[config.mk]
export PLATFORM = sky130hd
export DESIGN_NAME = lcd_frame_writer_flat
export DESIGN_NICKNAME = d
export VERILOG_FILES = /design/src/rtl/lcd_pkg.sv /design/src/rtl/lcd_frame_writer_if.sv /design/src/rtl/lcd_bus_strobe.sv /design/src/rtl/lcd_frame_writer.sv /design/src/flat_wrapper.sv
export SDC_FILE = /design/constraint.sdc
export NUM_CORES = 1
export LEC_CHECK = 0
export CORE_MARGIN = 3
export CORE_UTILIZATION = 50
export CTS_BUF_LIST = sky130_fd_sc_hd__clkbuf_8
export DETAILED_ROUTE_END_ITERATION = 10
export GPL_TIMING_DRIVEN = 0
export PLACE_DENSITY = 0.7
export SLEW_MARGIN = 20
export SYNTH_ARGS = -nofsm -noshare
export SYNTH_HDL_FRONTEND = slang
export SYNTH_SLANG_ARGS = --single-unit
[constraint.sdc]
create_clock -name clock -period 5.2 [get_ports clock]
set_clock_uncertainty 0.2 [all_clocks]
set_input_delay 0.78 -clock clock [delete_from_list [all_inputs] [get_ports clock]]
set_output_delay 0.78 -clock clock [all_outputs]
set_load 0.01 [all_outputs]
[src/rtl/lcd_pkg.sv]
// Shared constants, FSM state types and character helpers for the LCD frame writer.
package lcd_pkg;

    localparam logic [7:0] CMD_FUNC_8BIT_2LINE = 8'h38;
    localparam logic [7:0] CMD_DISP_ON         = 8'h0C;
    localparam logic [7:0] CMD_ENTRY_INC       = 8'h06;
    localparam logic [7:0] CMD_CLEAR           = 8'h01;
    localparam logic [7:0] CMD_LINE1           = 8'h80;
    localparam logic [7:0] CMD_LINE2           = 8'hC0;

    localparam logic [4:0] POS_ADDR_TENS  = 5'd4;
    localparam logic [4:0] POS_ADDR_UNITS = 5'd5;
    localparam logic [4:0] POS_MODE       = 5'd14;
    localparam logic [4:0] POS_DIN_HI     = 5'd20;
    localparam logic [4:0] POS_DIN_LO     = 5'd21;
    localparam logic [4:0] POS_DMEM_HI    = 5'd29;
    localparam logic [4:0] POS_DMEM_LO    = 5'd30;
    localparam logic [4:0] LINE1_LAST     = 5'd15;
    localparam logic [4:0] LAST_CHAR      = 5'd31;

    typedef enum logic [2:0] {
        ST_POWERUP,
        ST_INIT,
        ST_LINE,
        ST_FETCH,
        ST_LATCH,
        ST_WRITE,
        ST_NEXT
    } state_t;

    typedef enum logic [1:0] {
        PH_IDLE,
        PH_SETUP,
        PH_EN,
        PH_WAIT
    } bus_phase_t;

    typedef struct packed {
        state_t     state;
        bus_phase_t bus_phase;
    } dbg_t;

    function automatic logic [7:0] hex_to_ascii(input logic [3:0] n);
        if (n < 4'd10) return 8'h30 + {4'h0, n};
        else           return 8'h37 + {4'h0, n};
    endfunction

    // Only 0-31 is ever shown, so a compare chain replaces a divider.
    function automatic logic [15:0] dec_digits(input logic [4:0] v);
        logic [4:0] tens;
        logic [4:0] units;
        if (v >= 5'd30) begin
            tens  = 5'd3;
            units = v - 5'd30;
        end else if (v >= 5'd20) begin
            tens  = 5'd2;
            units = v - 5'd20;
        end else if (v >= 5'd10) begin
            tens  = 5'd1;
            units = v - 5'd10;
        end else begin
            tens  = 5'd0;
            units = v;
        end
        return {8'h30 + {3'b000, tens}, 8'h30 + {3'b000, units}};
    endfunction

endpackage

[src/rtl/lcd_frame_writer_if.sv]
// Template ROM read port and HD44780 parallel write bus seen by the frame writer.
interface lcd_frame_writer_if;
    logic [4:0] rom_addr;
    logic [7:0] rom_data;
    logic       lcd_rs;
    logic       lcd_rw;
    logic       lcd_en;
    logic [7:0] lcd_data;

    modport master (
        output rom_addr,
        input  rom_data,
        output lcd_rs,
        output lcd_rw,
        output lcd_en,
        output lcd_data
    );

    modport slave (
        input  rom_addr,
        output rom_data,
        input  lcd_rs,
        input  lcd_rw,
        input  lcd_en,
        input  lcd_data
    );
endinterface

[src/rtl/lcd_bus_strobe.sv]
// One LCD bus write: one setup cycle, EN_CYCLES of lcd_en, then the post-write wait.
module lcd_bus_strobe
    import lcd_pkg::*;
#(
    parameter int unsigned EN_CYCLES  = 25,
    parameter int unsigned CMD_WAIT   = 2500,
    parameter int unsigned CLEAR_WAIT = 100000
) (
    input  logic       clock,
    input  logic       reset,
    input  logic       start,
    input  logic       rs_in,
    input  logic [7:0] data_in,
    input  logic       long_wait,
    output logic       lcd_rs,
    output logic       lcd_en,
    output logic [7:0] lcd_data,
    output logic       busy,
    output logic       done,
    output bus_phase_t phase
);

    logic [31:0] cnt;
    logic        long_q;
    logic [31:0] wait_len;

    assign wait_len = long_q ? 32'(CLEAR_WAIT) : 32'(CMD_WAIT);

    // rs/data are held until the next accepted start, so they stay stable through the wait too.
    always_ff @(posedge clock or posedge reset) begin
        if (reset) begin
            phase    <= PH_IDLE;
            cnt      <= '0;
            long_q   <= 1'b0;
            lcd_rs   <= 1'b0;
            lcd_en   <= 1'b0;
            lcd_data <= '0;
            busy     <= 1'b0;
            done     <= 1'b0;
        end else begin
            done <= 1'b0;
            case (phase)
                PH_IDLE: begin
                    if (start) begin
                        lcd_rs   <= rs_in;
                        lcd_data <= data_in;
                        long_q   <= long_wait;
                        busy     <= 1'b1;
                        phase    <= PH_SETUP;
                    end
                end
                PH_SETUP: begin
                    lcd_en <= 1'b1;
                    cnt    <= '0;
                    phase  <= PH_EN;
                end
                PH_EN: begin
                    if (cnt == 32'(EN_CYCLES - 1)) begin
                        lcd_en <= 1'b0;
                        cnt    <= '0;
                        phase  <= PH_WAIT;
                    end else begin
                        cnt <= cnt + 32'd1;
                    end
                end
                PH_WAIT: begin
                    if (cnt == wait_len - 32'd1) begin
                        done  <= 1'b1;
                        busy  <= 1'b0;
                        phase <= PH_IDLE;
                    end else begin
                        cnt <= cnt + 32'd1;
                    end
                end
                default: phase <= PH_IDLE;
            endcase
        end
    end

endmodule

[src/rtl/lcd_frame_writer.sv]
// Initialises a 16x2 HD44780 LCD and streams the ROM template with live values substituted.
module lcd_frame_writer
    import lcd_pkg::*;
#(
    parameter int unsigned EN_CYCLES    = 25,
    parameter int unsigned CMD_WAIT     = 2500,
    parameter int unsigned CLEAR_WAIT   = 100000,
    parameter int unsigned POWERUP_WAIT = 1000000
) (
    input  logic                clock,
    input  logic                reset,
    lcd_frame_writer_if.master  bus,
    input  logic [4:0]          addr_in,
    input  logic                write_mode,
    input  logic [7:0]          data_in,
    input  logic [7:0]          data_mem,
    output logic                frame_done,
    output dbg_t                dbg
);

    // Handshake to the strobe: start is a 1-cycle request taken only while busy is low;
    // done pulses once when the post-write wait ends; pending keeps one write in flight.
    state_t      state;
    logic [31:0] pu_cnt;
    logic [1:0]  init_idx;
    logic [4:0]  char_idx;
    logic        pending;
    logic        start;
    logic        req_rs;
    logic [7:0]  req_data;
    logic        req_long;
    logic [7:0]  char_q;
    logic [4:0]  rom_addr_q;
    logic [4:0]  snap_addr;
    logic        snap_mode;
    logic [7:0]  snap_din;
    logic [7:0]  snap_dmem;
    logic        busy;
    logic        done;
    logic        strobe_rs;
    logic        strobe_en;
    logic [7:0]  strobe_data;
    bus_phase_t  bus_phase;
    logic [7:0]  init_cmd;
    logic [7:0]  sub_char;
    logic [15:0] dec;

    lcd_bus_strobe #(
        .EN_CYCLES  (EN_CYCLES),
        .CMD_WAIT   (CMD_WAIT),
        .CLEAR_WAIT (CLEAR_WAIT)
    ) u_strobe (
        .clock     (clock),
        .reset     (reset),
        .start     (start),
        .rs_in     (req_rs),
        .data_in   (req_data),
        .long_wait (req_long),
        .lcd_rs    (strobe_rs),
        .lcd_en    (strobe_en),
        .lcd_data  (strobe_data),
        .busy      (busy),
        .done      (done),
        .phase     (bus_phase)
    );

    assign bus.lcd_rs   = strobe_rs;
    assign bus.lcd_en   = strobe_en;
    assign bus.lcd_data = strobe_data;
    assign bus.lcd_rw   = 1'b0;
    assign bus.rom_addr = rom_addr_q;
    assign dbg          = '{state: state, bus_phase: bus_phase};

    always_comb begin
        case (init_idx)
            2'd0:    init_cmd = CMD_FUNC_8BIT_2LINE;
            2'd1:    init_cmd = CMD_DISP_ON;
            2'd2:    init_cmd = CMD_ENTRY_INC;
            default: init_cmd = CMD_CLEAR;
        endcase
    end

    always_comb begin
        dec      = dec_digits(snap_addr);
        sub_char = bus.rom_data;
        case (char_idx)
            POS_ADDR_TENS:  sub_char = dec[15:8];
            POS_ADDR_UNITS: sub_char = dec[7:0];
            POS_MODE:       sub_char = snap_mode ? 8'h57 : 8'h52;
            POS_DIN_HI:     sub_char = hex_to_ascii(snap_din[7:4]);
            POS_DIN_LO:     sub_char = hex_to_ascii(snap_din[3:0]);
            POS_DMEM_HI:    sub_char = hex_to_ascii(snap_dmem[7:4]);
            POS_DMEM_LO:    sub_char = hex_to_ascii(snap_dmem[3:0]);
            default:        sub_char = bus.rom_data;
        endcase
    end

    always_ff @(posedge clock or posedge reset) begin
        if (reset) begin
            state      <= ST_POWERUP;
            pu_cnt     <= '0;
            init_idx   <= '0;
            char_idx   <= '0;
            pending    <= 1'b0;
            start      <= 1'b0;
            req_rs     <= 1'b0;
            req_data   <= '0;
            req_long   <= 1'b0;
            char_q     <= '0;
            rom_addr_q <= '0;
            snap_addr  <= '0;
            snap_mode  <= 1'b0;
            snap_din   <= '0;
            snap_dmem  <= '0;
            frame_done <= 1'b0;
        end else begin
            start      <= 1'b0;
            frame_done <= 1'b0;
            case (state)
                ST_POWERUP: begin
                    if (pu_cnt == 32'(POWERUP_WAIT - 1)) begin
                        pu_cnt <= '0;
                        state  <= ST_INIT;
                    end else begin
                        pu_cnt <= pu_cnt + 32'd1;
                    end
                end
                ST_INIT: begin
                    if (!pending && !busy) begin
                        start    <= 1'b1;
                        pending  <= 1'b1;
                        req_rs   <= 1'b0;
                        req_data <= init_cmd;
                        req_long <= (init_cmd == CMD_CLEAR);
                    end else if (done) begin
                        pending <= 1'b0;
                        if (init_idx == 2'd3) begin
                            init_idx <= '0;
                            char_idx <= '0;
                            state    <= ST_LINE;
                        end else begin
                            init_idx <= init_idx + 2'd1;
                        end
                    end
                end
                ST_LINE: begin
                    if (!pending && !busy) begin
                        start    <= 1'b1;
                        pending  <= 1'b1;
                        req_rs   <= 1'b0;
                        req_long <= 1'b0;
                        req_data <= (char_idx == 5'd0) ? CMD_LINE1 : CMD_LINE2;
                        // The whole frame uses the values present when line 1 begins.
                        if (char_idx == 5'd0) begin
                            snap_addr <= addr_in;
                            snap_mode <= write_mode;
                            snap_din  <= data_in;
                            snap_dmem <= data_mem;
                        end
                    end else if (done) begin
                        pending    <= 1'b0;
                        rom_addr_q <= char_idx;
                        state      <= ST_FETCH;
                    end
                end
                ST_FETCH: begin
                    rom_addr_q <= char_idx;
                    state      <= ST_LATCH;
                end
                ST_LATCH: begin
                    char_q <= sub_char;
                    state  <= ST_WRITE;
                end
                ST_WRITE: begin
                    if (!pending && !busy) begin
                        start    <= 1'b1;
                        pending  <= 1'b1;
                        req_rs   <= 1'b1;
                        req_long <= 1'b0;
                        req_data <= char_q;
                    end else if (done) begin
                        pending <= 1'b0;
                        state   <= ST_NEXT;
                    end
                end
                ST_NEXT: begin
                    if (char_idx == LAST_CHAR) begin
                        frame_done <= 1'b1;
                        char_idx   <= '0;
                        state      <= ST_LINE;
                    end else if (char_idx == LINE1_LAST) begin
                        char_idx <= char_idx + 5'd1;
                        state    <= ST_LINE;
                    end else begin
                        char_idx   <= char_idx + 5'd1;
                        rom_addr_q <= char_idx + 5'd1;
                        state      <= ST_FETCH;
                    end
                end
                default: state <= ST_POWERUP;
            endcase
        end
    end

endmodule

[src/flat_wrapper.sv]
// flat-port wrapper written by rule: the top's interface ports become plain ports
module lcd_frame_writer_flat import lcd_pkg::*;
#(
    parameter int unsigned EN_CYCLES    = 25,
    parameter int unsigned CMD_WAIT     = 2500,
    parameter int unsigned CLEAR_WAIT   = 100000,
    parameter int unsigned POWERUP_WAIT = 1000000
)
  (clock, reset, addr_in, write_mode, data_in, data_mem, frame_done, dbg, bus_rom_addr, bus_rom_data, bus_lcd_rs, bus_lcd_rw, bus_lcd_en, bus_lcd_data);
  lcd_frame_writer_if bus_i ();
  input  logic clock;
  input  logic reset;
  input  logic [4:0] addr_in;
  input  logic write_mode;
  input  logic [7:0] data_in;
  input  logic [7:0] data_mem;
  output logic frame_done;
  output dbg_t dbg;
  output wire logic [$bits(bus_i.rom_addr)-1:0] bus_rom_addr;
  input wire logic [$bits(bus_i.rom_data)-1:0] bus_rom_data;
  output wire logic [$bits(bus_i.lcd_rs)-1:0] bus_lcd_rs;
  output wire logic [$bits(bus_i.lcd_rw)-1:0] bus_lcd_rw;
  output wire logic [$bits(bus_i.lcd_en)-1:0] bus_lcd_en;
  output wire logic [$bits(bus_i.lcd_data)-1:0] bus_lcd_data;
  assign bus_rom_addr = bus_i.rom_addr;
  assign bus_i.rom_data = bus_rom_data;
  assign bus_lcd_rs = bus_i.lcd_rs;
  assign bus_lcd_rw = bus_i.lcd_rw;
  assign bus_lcd_en = bus_i.lcd_en;
  assign bus_lcd_data = bus_i.lcd_data;
  lcd_frame_writer #(.EN_CYCLES(EN_CYCLES), .CMD_WAIT(CMD_WAIT), .CLEAR_WAIT(CLEAR_WAIT), .POWERUP_WAIT(POWERUP_WAIT)) u_core (.clock(clock), .reset(reset), .bus(bus_i), .addr_in(addr_in), .write_mode(write_mode), .data_in(data_in), .data_mem(data_mem), .frame_done(frame_done), .dbg(dbg));
endmodule
==> flow_summary_export.csv, run 1 <==
group,metric,value,unit
synth,synth-seq-area-share,0.454,
setup_path,cpPeakStageDelay,0.71,ns
placed_design,gp_congestion,0.909,
power,power_density,230,nW/um^2
final_layout,antenna_cells,0,
timing,finalHoldViolations,0,
die,fp-row-count,44,
clock_network,cts_buffer_depth,2,
power,p_clk_frac,0.408,
route,drtAntennaViolNets,0,
clock_network,cts-resized-gates,0,
route,dr.pass1.iters,5,
route,drt-total-wl,16600,um
power,p_total,2.00,mW
setup_path,cp_slowest_cell,"a2111oi_0",
timing,finalSetupTns,0,ns
clock_network,insertion_delay,0.44,ns
setup_path,required,5.29,ns
setup_path,worstSetupStartpointType,"register",
final_layout,fin_nets,909,
clock_network,root_buffer,"clkbuf_8",
clock_network,cts.sinks,137,
power,p_seq_frac,0.542,
timing,rsz0062_at_grt,"no",
route,vias,5964,
timing,max_freq,332,MHz
power,power_switching,456,uW
clock_network,clkSlewWorstSetupHoldPaths,0.07,ns
grt,grt_max_degree,73,
setup_path,reg2reg_setup_slack,2.19,ns
grt,grt_pass1_vias,6003,
synth,netlist_area,7560,um^2
power,switching_share,0.228,
synth,synthCells,770,
grt,gr-total-overflow,0,
status,status,"completed",
synth,synth_nets,837,
die,core-area,14600,um^2
timing,fin_crit_sh,0.579,
setup_path,crit_path_end,"u_core.char_q[2]",
placed_design,portBuffers,52,
timing,final-setup-viol-count,0,
synth,synth.distinct_cells,70,
power,p_int,1.55,mW
synth,avgSynthCellArea,9.81,um^2
final_layout,layout_commonest_cell,"dfrtp_1",
setup_path,end_kind,"register",
die,die_x,129,um
setup_path,cp_max_fo,8,
clock_network,cts_hold_buf,0,
placed_design,dpl.hpwl,12400,um
synth,async_flop_share,1.00,
die,dieArea,16600,um^2
route,avgRoutedWirePerCell,16.0,um
synth,ys.flop_type,"dfrtp_1",
setup_path,reg2reg_from,"u_core.snap_addr[1]",
setup_path,ff2ff_path_depth,8,
die,initial_core_util,0.516,
clock_network,cts_setup_buffers,0,
setup_path,critPathLaunch,"u_core.snap_addr[1]",
setup_path,arrival,3.10,ns
timing,tightest_slew,0.747,ns
hold_path,hold-path-cell-count,2,
final_layout,area_growth,15.2,%
synth,yosysWarnings,0,
clock_network,cts.htree.levels,4,
grt,grtUsageTotal,0.215,
grt,grt_pass1_wl,28800,um
route,drc,0,
clock_network,numCtsBuffers,17,
synth,ys_seq_elements,137,
final_layout,layout_common_cells,"dfrtp_1 (137), nor2_1 (68), nand2_1 (66)",
setup_path,reg2reg_to,"u_core.char_q[2]",
timing,min_period,3.01,ns
clock_network,cts_tree,"yes",
power,ir_drop,128,uV
route,avgViaCountPerCell,5.75,
die,io_pins,54,
grt,antenna_found_initial,0,
flow_run,maxCapViolCount,0,
power,p_leak,3.91,nW
setup_path,path_class,"register to register",
route,drtIter0Drc,328,
hold_path,hp-class,"register to register",
power,p_comb_frac,0.050,
synth,synth-edff-count,0,
timing,maxSlewHeadroom,0.489,
final_layout,drive_above_1_share,0.111,
die,die_h,129,um
setup_path,path_cells,"inv_1 -> ha_1 -> nor2b_1 -> o31ai_1 -> o21ai_0 -> a221o_1 -> a2111oi_0 -> nor3_1",
timing,timing.final.max_slew_violations,0,
flip-flops by register name (all words and copies together) (netlist names), 8 cells and up:
register	cells
u_core.pu_cnt	32
u_core.u_strobe.cnt	32
u_core.char_q	8
u_core.req_data	8
u_core.snap_din	8
u_core.snap_dmem	8
u_core.u_strobe.lcd_data	8
worst min path at each step:
stage | from | end | slack [ns]
5_1_grt | u_core.pu_cnt[31] | u_core.pu_cnt[31] | 0.31
3_5_place_dp | u_core.req_long | u_core.req_long | 0.27
2_1_floorplan | u_core.pu_cnt[31] | u_core.pu_cnt[31] | 0.24
6_report | u_core.req_long | u_core.req_long | 0.29
4_1_cts | u_core.req_long | u_core.req_long | 0.29
3_3_place_gp | u_core.req_data[7] | u_core.req_data[7] | 0.26
power by group through the flow:
stage | clock network [mW] | logic (mW) | registers [mW]
global placement | 0 | 0.0944 | 1.11
floorplan | 0 | 0.0588 | 1.10
global route | 0.894 | 0.113 | 1.09
detailed placement | 0 | 0.102 | 1.11
finish | 0.818 | 0.0998 | 1.09
CTS | 0.840 | 0.102 | 1.09
metal layers:
layer / vias up / wire (um) / global-route usage
met4: 0 / 430 / 0.0877
met2: 148 / 8160 / 0.357
li1: 2875 / - / -
met3: 39 / 731 / 0.0386
met1: 2902 / 7260 / 0.279
met5: - / 0 / 0
logic make-up (layout without fill, tap and decap cells):
| group | count (synthesis) | in the layout | synth area share |
|---|---|---|---|
| AOI/OAI and AO/OA | 143 | 143 | 0.120 |
| xor gates and xnor gates | 61 | 61 | 0.0707 |
| adders and majority gates | 35 | 35 | 0.0579 |
| buffers and inverters | 57 | 141 | 0.0305 |
| DFF | 137 | 137 | 0.454 |
| muxes | 37 | 37 | 0.0550 |
| other | 1 | 1 | 0.000496 |
| and+or+nand+nor | 299 | 299 | 0.212 |
critical path, delay by kind of cell, from the launching register on:
family          cells  cell delay, ns
compound gates      4            1.56
fa+ha+maj           1            0.20
buf+inv             1            0.11
flops               1            0.51
simple gates        2            0.28
cell type report:
class	count	area [um^2]
buffer	24	106
clock buffer	18	248
clock inverter	13	115
fill	1274	5940
inverter	33	131
multi-input combinational	576	3900
sequential	137	3430
tap	184	230
timing repair buffer	53	548
synth_stat cells (all sizes together), types with 3 or more instances:
cell type    n  share of area
nand2b       4         0.0033
inv         33          0.016
nor3b        3         0.0030
buf         13         0.0086
nor4        13          0.016
nor4b        8          0.011
and4         5         0.0058
ha          35          0.058
nand4       15          0.012
xor2        30          0.035
a31oi        3         0.0025
and2         9         0.0078
mux2        36          0.054
nor3        13         0.0099
a22o         5         0.0058
nor2b       13          0.011
o31ai        8         0.0079
a21oi       33          0.022
a221oi       3         0.0035
and3        18          0.015
nand2       66          0.033
o21ai       55          0.036
and3b        3         0.0035
o22ai        5         0.0041
nand3       42          0.028
nor2        70          0.036
a211oi       3         0.0030
a22oi        5         0.0050
clkbuf      11         0.0055
dfrtp      137           0.45
xnor2       31          0.036
or3          7         0.0065
per-stage QoR:
stage	utilization	hold WS (ns)	instance area, um^2	cells	setup WS, ns
finish	0.594	0.285	8710	1038	2.19
global route	0.594	0.310	8710	1038	2.03
CTS	0.594	0.289	8710	1038	2.23
detailed placement	0.570	0.272	8340	1007	2.25
global placement	0.567	0.261	8310	1006	-1.20
floorplan	-	0.243	7560	770	0.552
No activity file was read; power rests on OpenSTA's default activity.
==> run 2: changes to the inputs <==
PLACE_DENSITY = 0.72   (was 0.7)
clock period = 2.7 ns   (was 5.2 ns; I/O delays follow)
==> run 2 against run 1 <==
Sequential power up 92%. Via count up 1.4%. Clock-buffer cell count unchanged. Routed wire length down 0.34%. Die area unchanged. Critical path type unchanged. Critical endpoint is now u_core.pu_cnt[22]. Largest power group unchanged. Highest routed layer unchanged.
==> flow_summary_export.csv, run 2 (synthesis gave the netlist of run 1 again) <==
group,metric,value,unit
final_layout,drive_above_1_share,0.136,
final_layout,area_growth,18.9,%
final_layout,largestRegisters,"u_core.pu_cnt x32, u_core.u_strobe.cnt x32",
grt,top_usage_layer,"met2",
setup_path,arrival,2.67,ns
grt,gr-total-overflow,0,
route,avgRoutedWirePerCell,15.8,um
setup_path,end_kind,"register",
timing,min_period,2.53,ns
die,core-area,14600,um^2
grt,use_met3,0.0419,
placed_design,dp_slack,-0.210,ns
clock_network,cts_buffer_depth,2,
route,drt-total-wl,16500,um
route,drc,0,
final_layout,layout_commonest_cell,"dfrtp_1",
die,die_x,129,um
timing,max_freq,395,MHz
hold_path,hp-class,"input pin to asynchronous set/reset pin",
clock_network,numCtsBuffers,17,
route,drtIter0Drc,336,
clock_network,cts_tree,"yes",
route,dr.pass1.iters,5,
timing,tightest_slew,0.674,ns
power,p_total,4.34,mW
timing,finalSetupTns,0,ns
grt,antenna_found_initial,0,
clock_network,clkSlewWorstSetupHoldPaths,0.08,ns
setup_path,required,2.83,ns
clock_network,insertion_delay,0.45,ns
route,avgViaCountPerCell,5.78,
timing,timing.final.max_slew_violations,0,
grt,grt_pass1_wl,28000,um
grt,gr-usage-met2,0.362,
setup_path,worstSetupStartpointType,"register",
final_layout,fin_nets,916,
grt,grt_util_met1,0.255,
final_layout,layout.cells.non_filler,1046,
clock_network,cts.sinks,137,
timing,final-setup-viol-count,0,
flow_run,maxCapViolCount,0,
placed_design,dp_cells,1010,
timing,finalHoldViolations,0,
die,io_pins,54,
setup_path,cpLargestDelayFamily,"simple AND/OR/NAND/NOR gates",
final_layout,antenna_cells,0,
power,p_leak,4.08,nW
die,initial_core_util,0.516,
die,dieArea,16600,um^2
grt,grt_pass1_vias,5992,
setup_path,critPathBufInv,2,
die,die_h,129,um
timing,maxSlewHeadroom,0.549,
power,power_density,483,nW/um^2
route,vias,6048,
setup_path,path_cells,"inv_1 -> ha_1 -> nor2b_4 -> nand4_1 -> nor4_4 -> and2_0 -> buf_2 -> nand3_1 -> xnor2_1",
final_layout,layout_common_cells,"dfrtp_1 (135), nor2_1 (68), nand2_1 (66)",
setup_path,path_class,"register to register",
grt,grt_max_degree,35,
final_layout,fillerInstances,1241,
setup_path,cpPeakStageDelay,0.43,ns
timing,hold-worst-slack,0.158,ns
placed_design,portBuffers,52,
route,drtAntennaViolNets,0,
setup_path,cp_slowest_cell,"dfrtp_1",
placed_design,gp_congestion,0.897,
timing,finalWorstSetupSlack,0.165,ns
clock_network,cts.htree.levels,4,
setup_path,reg2reg_setup_slack,0.17,ns
clock_network,root_buffer,"clkbuf_8",
status,status,"completed",
grt,grtUsageTotal,0.208,
power,ir_drop,331,uV
setup_path,cp_max_fo,6,
placed_design,dpl.hpwl,12500,um
die,fp-row-count,44,
timing,fin_crit_sh,0.939,
==> run 2: changes by cell type in the layout (fill, tap and decap cells not counted), moves of 2 or more <==
cell and change:
buf_12 +3, buf_1 -2, inv_6 +2, dfrtp_2 +2
bufinv_16 +4, buf_4 +4, clkinv_2 -4, inv_1 -4
clkbuf_2 +3, dfrtp_1 -2, clkinv_4 +3
==> run 2: what timing repair did <==
action | 4_1_cts | 5_1_grt
endpoints found under the setup margin | 3 | 29
gates resized for setup | 6 | 12
buffers inserted | 0 | 4
hold buffers | 0 | 0
pin swaps | 0 | 4
==> run 2: routing by layer <==
| layer | vias up | routed length [um] |
|---|---|---|
| met5 | - | 0 |
| met4 | 0 | 354 |
| met3 | 32 | 677 |
| met2 | 147 | 8480 |
| met1 | 2966 | 7020 |
| li1 | 2903 | - |
==> run 2: final timing paths <==
check                                  start                      end  cells past startpoint
hold reg to reg            u_core.pu_cnt[31]        u_core.pu_cnt[31]                      1
hold / removal                         reset      u_core.snap_dmem[0]                      2
setup reg to reg             u_core.state[0]        u_core.pu_cnt[22]                      9
setup / recovery             u_core.state[0]        u_core.pu_cnt[22]                      9
max in group asynchronous              reset  u_core.u_strobe.cnt[23]                      5
min in group clock         u_core.pu_cnt[31]        u_core.pu_cnt[31]                      1
==> run 2: layout make-up <==
cell class	instances	area, um^2	share of cell area
Inverter	33	128	0.0142
Clock buffer	18	248	0.0276
Clock inverter	14	244	0.0272
Multi-Input combinational cell	576	3960	0.440
Sequential cell	137	3430	0.382
Tap cell	184	230	0.0256
Timing Repair Buffer	60	638	0.0710
Buffer	24	110	0.0123
==> run 2: through the flow <==
stage / area [um^2] / util
final: 8990 / 0.614
after global routing: 8990 / 0.614
after CTS: 8910 / 0.609
after detailed placement: 8400 / 0.574
after global placement: 8310 / 0.568
after floorplan: 7560 / -
==> run 2: report_power, final <==
group	internal, mW	switching, mW	leakage (nW)
clock	1.22	0.815	0.240
sequential	2.07	0.0236	1.83
combinational	0.104	0.101	2.01
total	3.40	0.940	4.08
==> run 3: changes to the inputs <==
CTS_CLUSTER_DIAMETER = 60   (was default)
==> results of run 3 <==
Final layout, timing and power as in run 2 (identical DEF).
